**src/rtl/ram_port_master_if.sv**
```systemverilog
// Command, write-stream and read-stream bundle for ram_port_master.
// The master modport belongs to the client issuing bursts. The slave modport
// belongs to ram_port_master.
interface ram_port_master_if #(
  parameter int DATA_W = 8,
  parameter int ADDR_W = 6
);
  // burst command
  logic              cmd_valid;
  logic              cmd_ready;
  logic              cmd_write;
  logic [ADDR_W-1:0] cmd_addr;
  logic [ADDR_W-1:0] cmd_len;
  // write stream into the RAM
  logic              wr_valid;
  logic              wr_ready;
  logic [DATA_W-1:0] wr_data;
  // read stream out of the RAM
  logic              rd_valid;
  logic              rd_ready;
  logic [DATA_W-1:0] rd_data;

  modport master (
    output cmd_valid, cmd_write, cmd_addr, cmd_len,
    output wr_valid, wr_data,
    output rd_ready,
    input  cmd_ready, wr_ready, rd_valid, rd_data
  );

  modport slave (
    input  cmd_valid, cmd_write, cmd_addr, cmd_len,
    input  wr_valid, wr_data,
    input  rd_ready,
    output cmd_ready, wr_ready, rd_valid, rd_data
  );
endinterface

```
**src/rtl/ram_port_master.sv**
```systemverilog
// ram_port_master: the burst initiator that is the only driver of a
// single-port RAM with combinational read data.
// Write bursts drain the wr stream into consecutive RAM words.
// Read bursts fill the registered rd stream. In both cases the address
// wraps modulo DEPTH.
// Optional build macro RAM_PORT_MASTER_CSUM_EN adds a csum output. It holds
// the running modulo-2^DATA_W sum of the words moved in the current burst.
module ram_port_master #(
  parameter int DATA_W = 8,
  parameter int ADDR_W = 6,
  parameter int DEPTH  = 32
) (
  input  logic              clk,
  input  logic              rst,
  ram_port_master_if.slave  bus,
  output logic [ADDR_W-1:0] ram_addr,
  output logic [DATA_W-1:0] ram_data_in,
  output logic              ram_write_en,
  input  logic [DATA_W-1:0] ram_data_out,
  output logic              busy,
  output logic              done,
  output logic              err
`ifdef RAM_PORT_MASTER_CSUM_EN
  ,
  output logic [DATA_W-1:0] csum
`endif
);

  typedef enum logic [1:0] {IDLE, WRITE, READ, DONE} state_t;

  localparam logic [ADDR_W:0] DEPTH_X = (ADDR_W+1)'(DEPTH);

  state_t            state, state_nxt;
  logic [ADDR_W-1:0] ptr;
  logic [ADDR_W-1:0] remaining;
  logic              rd_vld_p1;
  logic [DATA_W-1:0] rd_data_p1;

  logic              cmd_fire;
  logic              cmd_bad;
  logic              wr_fire;
  logic              rd_load;
  logic              rd_take;
  logic              cmd_rdy;
  logic              wr_rdy;

  // Address step with wrap at the last implemented word.
  function automatic logic [ADDR_W-1:0] wrap_inc(input logic [ADDR_W-1:0] p);
    if ({1'b0, p} >= DEPTH_X - (ADDR_W+1)'(1)) return '0;
    return p + ADDR_W'(1);
  endfunction

  // Handshake qualifiers shared by the FSM and the datapath registers.
  always_comb begin
    cmd_fire = bus.cmd_valid && (state == IDLE);
    cmd_bad  = ({1'b0, bus.cmd_addr} >= DEPTH_X) || ({1'b0, bus.cmd_len} > DEPTH_X);
    wr_fire  = (state == WRITE) && bus.wr_valid;
    rd_take  = (state == READ) && rd_vld_p1 && bus.rd_ready;
    rd_load  = (state == READ) && (remaining != '0) && (!rd_vld_p1 || bus.rd_ready);
  end

  // State register; reset abandons any burst in flight.
  always_ff @(posedge clk) begin
    if (rst) state <= IDLE;
    else     state <= state_nxt;
  end

  // Next-state and per-state strobes.
  always_comb begin
    state_nxt    = state;
    cmd_rdy      = 1'b0;
    wr_rdy       = 1'b0;
    ram_write_en = 1'b0;
    busy         = 1'b1;
    done         = 1'b0;
    case (state)
      IDLE: begin
        cmd_rdy = 1'b1;
        busy    = 1'b0;
        if (bus.cmd_valid && !cmd_bad) begin
          if (bus.cmd_len == '0)  state_nxt = DONE;
          else if (bus.cmd_write) state_nxt = WRITE;
          else                    state_nxt = READ;
        end
      end
      WRITE: begin
        wr_rdy       = 1'b1;
        // Gate with rst so no write can slip out during the reset cycle.
        ram_write_en = bus.wr_valid && !rst;
        if (wr_fire && (remaining == ADDR_W'(1))) state_nxt = DONE;
      end
      READ: begin
        if ((remaining == '0) && rd_take) state_nxt = DONE;
      end
      DONE: begin
        done      = 1'b1;
        state_nxt = IDLE;
      end
    endcase
  end

  // Burst pointer, word count, read-output register and reject pulse.
  always_ff @(posedge clk) begin
    if (rst) begin
      ptr        <= '0;
      remaining  <= '0;
      rd_vld_p1  <= 1'b0;
      rd_data_p1 <= '0;
      err        <= 1'b0;
    end else begin
      err <= cmd_fire && cmd_bad;
      if (cmd_fire && !cmd_bad) begin
        ptr       <= bus.cmd_addr;
        remaining <= bus.cmd_len;
      end else if (wr_fire || rd_load) begin
        ptr       <= wrap_inc(ptr);
        remaining <= remaining - ADDR_W'(1);
      end
      // ---- stage p1: RAM read word registered toward the consumer ----
      if (rd_load) begin
        rd_data_p1 <= ram_data_out;
        rd_vld_p1  <= 1'b1;
      end else if (rd_take || (state != READ)) begin
        rd_vld_p1  <= 1'b0;
      end
    end
  end

`ifdef RAM_PORT_MASTER_CSUM_EN
  // Modulo-2^DATA_W accumulate: the carry out is dropped on purpose.
  function automatic logic [DATA_W-1:0] csum_add(input logic [DATA_W-1:0] a,
                                                 input logic [DATA_W-1:0] b);
    return a + b;
  endfunction

  // Running sum of accepted write words or consumed read words.
  always_ff @(posedge clk) begin
    if (rst)           csum <= '0;
    else if (cmd_fire) csum <= '0;
    else if (wr_fire)  csum <= csum_add(csum, bus.wr_data);
    else if (rd_take)  csum <= csum_add(csum, rd_data_p1);
  end
`endif

  assign ram_addr      = ptr;
  assign ram_data_in   = bus.wr_data;
  assign bus.cmd_ready = cmd_rdy;
  assign bus.wr_ready  = wr_rdy;
  assign bus.rd_valid  = rd_vld_p1;
  assign bus.rd_data   = rd_data_p1;

endmodule
```
**src/flat_wrapper.sv**
```systemverilog
// flat-port wrapper written by rule: the top's interface ports become plain ports
module ram_port_master_flat 
#(
  parameter int DATA_W = 8,
  parameter int ADDR_W = 6,
  parameter int DEPTH  = 32
)
  (clk, rst, ram_addr, ram_data_in, ram_write_en, ram_data_out, busy, done, err, bus_cmd_valid, bus_cmd_write, bus_cmd_addr, bus_cmd_len, bus_wr_valid, bus_wr_data, bus_rd_ready, bus_cmd_ready, bus_wr_ready, bus_rd_valid, bus_rd_data);
  ram_port_master_if #(.DATA_W(DATA_W), .ADDR_W(ADDR_W)) bus_i ();
  input  logic clk;
  input  logic rst;
  output logic [ADDR_W-1:0] ram_addr;
  output logic [DATA_W-1:0] ram_data_in;
  output logic ram_write_en;
  input  logic [DATA_W-1:0] ram_data_out;
  output logic busy;
  output logic done;
  output logic err;
  input wire logic [$bits(bus_i.cmd_valid)-1:0] bus_cmd_valid;
  input wire logic [$bits(bus_i.cmd_write)-1:0] bus_cmd_write;
  input wire logic [$bits(bus_i.cmd_addr)-1:0] bus_cmd_addr;
  input wire logic [$bits(bus_i.cmd_len)-1:0] bus_cmd_len;
  input wire logic [$bits(bus_i.wr_valid)-1:0] bus_wr_valid;
  input wire logic [$bits(bus_i.wr_data)-1:0] bus_wr_data;
  input wire logic [$bits(bus_i.rd_ready)-1:0] bus_rd_ready;
  output wire logic [$bits(bus_i.cmd_ready)-1:0] bus_cmd_ready;
  output wire logic [$bits(bus_i.wr_ready)-1:0] bus_wr_ready;
  output wire logic [$bits(bus_i.rd_valid)-1:0] bus_rd_valid;
  output wire logic [$bits(bus_i.rd_data)-1:0] bus_rd_data;
  assign bus_i.cmd_valid = bus_cmd_valid;
  assign bus_i.cmd_write = bus_cmd_write;
  assign bus_i.cmd_addr = bus_cmd_addr;
  assign bus_i.cmd_len = bus_cmd_len;
  assign bus_i.wr_valid = bus_wr_valid;
  assign bus_i.wr_data = bus_wr_data;
  assign bus_i.rd_ready = bus_rd_ready;
  assign bus_cmd_ready = bus_i.cmd_ready;
  assign bus_wr_ready = bus_i.wr_ready;
  assign bus_rd_valid = bus_i.rd_valid;
  assign bus_rd_data = bus_i.rd_data;
  ram_port_master #(.DATA_W(DATA_W), .ADDR_W(ADDR_W), .DEPTH(DEPTH)) u_core (.clk(clk), .rst(rst), .bus(bus_i), .ram_addr(ram_addr), .ram_data_in(ram_data_in), .ram_write_en(ram_write_en), .ram_data_out(ram_data_out), .busy(busy), .done(done), .err(err));
endmodule
```
**config.mk**
```make
export PLATFORM = sky130hd
export DESIGN_NAME = ram_port_master_flat
export DESIGN_NICKNAME = d
export VERILOG_FILES = /design/src/rtl/ram_port_master_if.sv /design/src/rtl/ram_port_master.sv /design/src/flat_wrapper.sv
export SDC_FILE = /design/constraint.sdc
export NUM_CORES = 1
export LEC_CHECK = 0
export ABC_AREA = 0
export BUFFER_PORTS_ARGS = -buffer_cell sky130_fd_sc_hd__buf_2
export CAP_MARGIN = 30
export CELL_PAD_IN_SITES_DETAIL_PLACEMENT = 1
export CELL_PAD_IN_SITES_GLOBAL_PLACEMENT = 2
export CORE_ASPECT_RATIO = 1.5
export CORE_UTILIZATION = 26
export DETAILED_ROUTE_END_ITERATION = 10
export GPL_ROUTABILITY_DRIVEN = 0
export PLACE_DENSITY = 0.82
export SLEW_MARGIN = 20
export SYNTH_ARGS = -nofsm -noshare
export SYNTH_HDL_FRONTEND = slang
export SYNTH_SLANG_ARGS = --single-unit
```
**constraint.sdc**
```tcl
create_clock -name clk -period 2.1 [get_ports clk]
set_input_delay 0 -clock clk [delete_from_list [all_inputs] [get_ports clk]]
set_output_delay 0 -clock clk [all_outputs]
set_load 0.005 [all_outputs]
```
==> flow_metrics.env <==
export IMPL_drtPass1Iterations=4
export IMPL_setup_viol=0
export IMPL_leakage_nw=0.820
export IMPL_areaGrowthSynthToFinish_pct=26.4
export IMPL_dieArea_um2=6310
export IMPL_drive_gt1_share_pct=28.9
export IMPL_irDropWorstVdd_mv=0.361
export IMPL_synth_top_area_cell="dfxtp_1"
export IMPL_worst_pin_slew_ns=0.509
export IMPL_std_cell_rows=34
export IMPL_antenna_found_initial=0
export IMPL_cts_sinks=24
export IMPL_rsz0062_at_grt="false"
export IMPL_yosysMostFrequentCell="dfxtp_1"
export IMPL_final_setup_skew_ns=0.00206
export IMPL_finalPower_w=0.00234
export IMPL_timing_setup_tns_ns=0
export IMPL_wire_per_inst_um=15.5
export IMPL_final_net_count=275
export IMPL_cp_data_required_time_ns=2.29
export IMPL_syn_area_per_cell_um2=8.32
export IMPL_p_per_area_nw_per_um2=1190
export IMPL_critPathKind="reg -> reg"
export IMPL_status="completed"
export IMPL_final_antenna_net_count=0
export IMPL_route_detailed_drc=0
export IMPL_fin_crit_sh_pct=90.5
export IMPL_routed_via_count=1567
export IMPL_relSlewSlack_pct=66.1
export IMPL_maxSlewViolCount=0
export IMPL_clock_fmax_mhz=526
export IMPL_ios=63
export IMPL_synth_flop_cell="dfxtp_1"
export IMPL_synth_nets=229
export IMPL_ys_warn_count=0
export IMPL_grt_max_degree=27
export IMPL_power_switching_w=0.000991
export IMPL_wl_mm=4.72
export IMPL_power_frac_comb_pct=52.1
export IMPL_diodes=0
export IMPL_numCtsBuffers=3
export IMPL_gr_total_overflow=0
export IMPL_netlist_area_leader_share_pct=30.9
export IMPL_fp_dieH_um=96.8
export IMPL_cp_arrival_ns=2.09
export IMPL_cts_root_buffer="clkbuf_8"
export IMPL_start_kind="flip-flop"
export IMPL_path_clk_slew_ns=0.09
export IMPL_power_switching_share_pct=42.4
export IMPL_viasPerCell=5.15
export IMPL_hold_path_class="in -> out"
export IMPL_synth_cell_types=45
export IMPL_endpoint_kind="flip-flop"
export IMPL_core_area_um2=5790
export IMPL_cts_tree="yes"
export IMPL_synthTopCellsByArea="dfxtp_1, ha_1, a311oi_1"
export IMPL_finalHoldViolations=0
export IMPL_syn_area_um2=1560
export IMPL_seq_area_frac_synth_pct=30.9
export IMPL_drtIter0Drc=84
export IMPL_synth_edf_count=0
export IMPL_grt_usage_pct=16.1
export IMPL_fin_crit_ns=1.90
export IMPL_intPower_w=0.00135
export IMPL_ys_ff_latch=24
export IMPL_cp_max_fo=20
export IMPL_fillers=742
export IMPL_worstSkewPairLatency_ns=0.27
export IMPL_synth_common_cells="dfxtp_1, nand2_1, nor2_1"
export IMPL_clkPwrFrac_pct=17.8
export IMPL_grt_pass1_wl_mm=7.90
export IMPL_cap_violations=0
export IMPL_initial_core_util_pct=26.9
export IMPL_seq_power_share_pct=30.1
export IMPL_async_flop_share_pct=0
export IMPL_htreeDepth=1
export IMPL_port_buffers=46
export IMPL_postSynthCellCount=187
export IMPL_clockBufferDepth=2
export IMPL_dp_hpwl_mm=3.42
export IMPL_die_w_um=65.2
export IMPL_grt_pass1_vias=1650
[power groups by stage]
stage / clock network, W / logic (W) / registers [W]
2_1_floorplan: 0 / 0.000904 / 0.000673
3_3_place_gp: 0 / 0.00118 / 0.000707
3_5_place_dp: 0 / 0.00120 / 0.000712
4_1_cts: 0.000428 / 0.00122 / 0.000703
5_1_grt: 0.000441 / 0.00137 / 0.000725
6_report: 0.000416 / 0.00122 / 0.000705
[kinds of logic after synthesis]
kind of cell	count (synthesis)	share of synthesized area, %
AO/OA/AOI/OAI	52	26.3
adder cells (fa/ha/maj)	8	6.43
buffers and inverters	30	11.0
flip-flops	24	30.9
multiplexers	2	1.45
AND/OR/NAND/NOR	71	24.0
[area by class of cell]
class	count	area, um^2	area share, %
Multi-Input combinational cell	133	916	46.6
Inverter	11	41.3	2.10
Sequential cell	24	480	24.4
Timing Repair Buffer	60	368	18.7
Tap cell	72	90.1	4.58
Clock buffer	3	41.3	2.10
Clock inverter	1	30.0	1.53
[per-stage QoR]
step                      cells  worst slack (ns)  hold WS (ns)  instance area [um^2]  util (%)
after floorplan             187             0.265        0.0808                  1560         -
after global routing        304            0.0507    0.00000794                  1970      34.0
after CTS                   304            0.0832     0.0000346                  1960      33.8
final                       304             0.200    0.00000225                  1970      34.0
after global placement      292             0.186     0.0000346                  1800      31.2
after detailed placement    292             0.132     0.0000346                  1800      31.2
[metal layers]
metal  routed length [um]  global-route usage (%)
met1                 1870                    18.1
met2                 2610                    29.3
met3                   90                    1.06
met4                  161                    8.36
met5                    0                       0
[sequential cells by signal, indices dropped and copies added, names as in the netlist]
signal and flops:
u_core.state 2, u_core.ram_addr 6, u_core.bus.rd_valid 1, u_core.remaining 6
u_core.bus.rd_data 8, u_core.err 1
[critical path: stages (launching register included)]
cell	delay (ns)
dfxtp_1	0.37
inv_1	0.09
ha_1	0.29
and4bb_2	0.30
a41oi_2	0.22
buf_12	0.19
nand2b_1	0.08
o32ai_1	0.27
[layout by cell type (no fill, tap or decap), types with 8 or more instances in the layout]
| cell type | netlist | layout |
|---|---|---|
| ha_1 | 8 | 8 |
| nor2_1 | 18 | 18 |
| dlygate4sd3_1 | 0 | 8 |
| dfxtp_1 | 24 | 24 |
| nand2_1 | 19 | 19 |
| buf_2 | 2 | 46 |
| inv_1 | 11 | 11 |
| a311oi_1 | 11 | 11 |
| nand3_1 | 8 | 8 |
| a21oi_1 | 10 | 9 |
[worst paths after layout]
path | from | cells past startpoint | end | slack (ns)
max | u_core.state[0] | 7 | u_core.remaining[0] | 0.20
min reg2reg | u_core.bus.rd_data[5] | 2 | u_core.bus.rd_data[5] | 0.46
min | bus_wr_data[1] | 0 | ram_data_in[1] | 0.000002
max reg2reg | u_core.state[0] | 7 | u_core.remaining[0] | 0.20
[what timing repair did]
| action | 4_1_cts | 5_1_grt |
|---|---|---|
| hold endpoints to repair | 8 | 0 |
| setup endpoints to repair | 0 | 5 |
| resized for setup | 0 | 2 |
| hold buffers | 8 | 0 |
| buffers inserted | 0 | 0 |
Power figures use the tool's default switching activity.
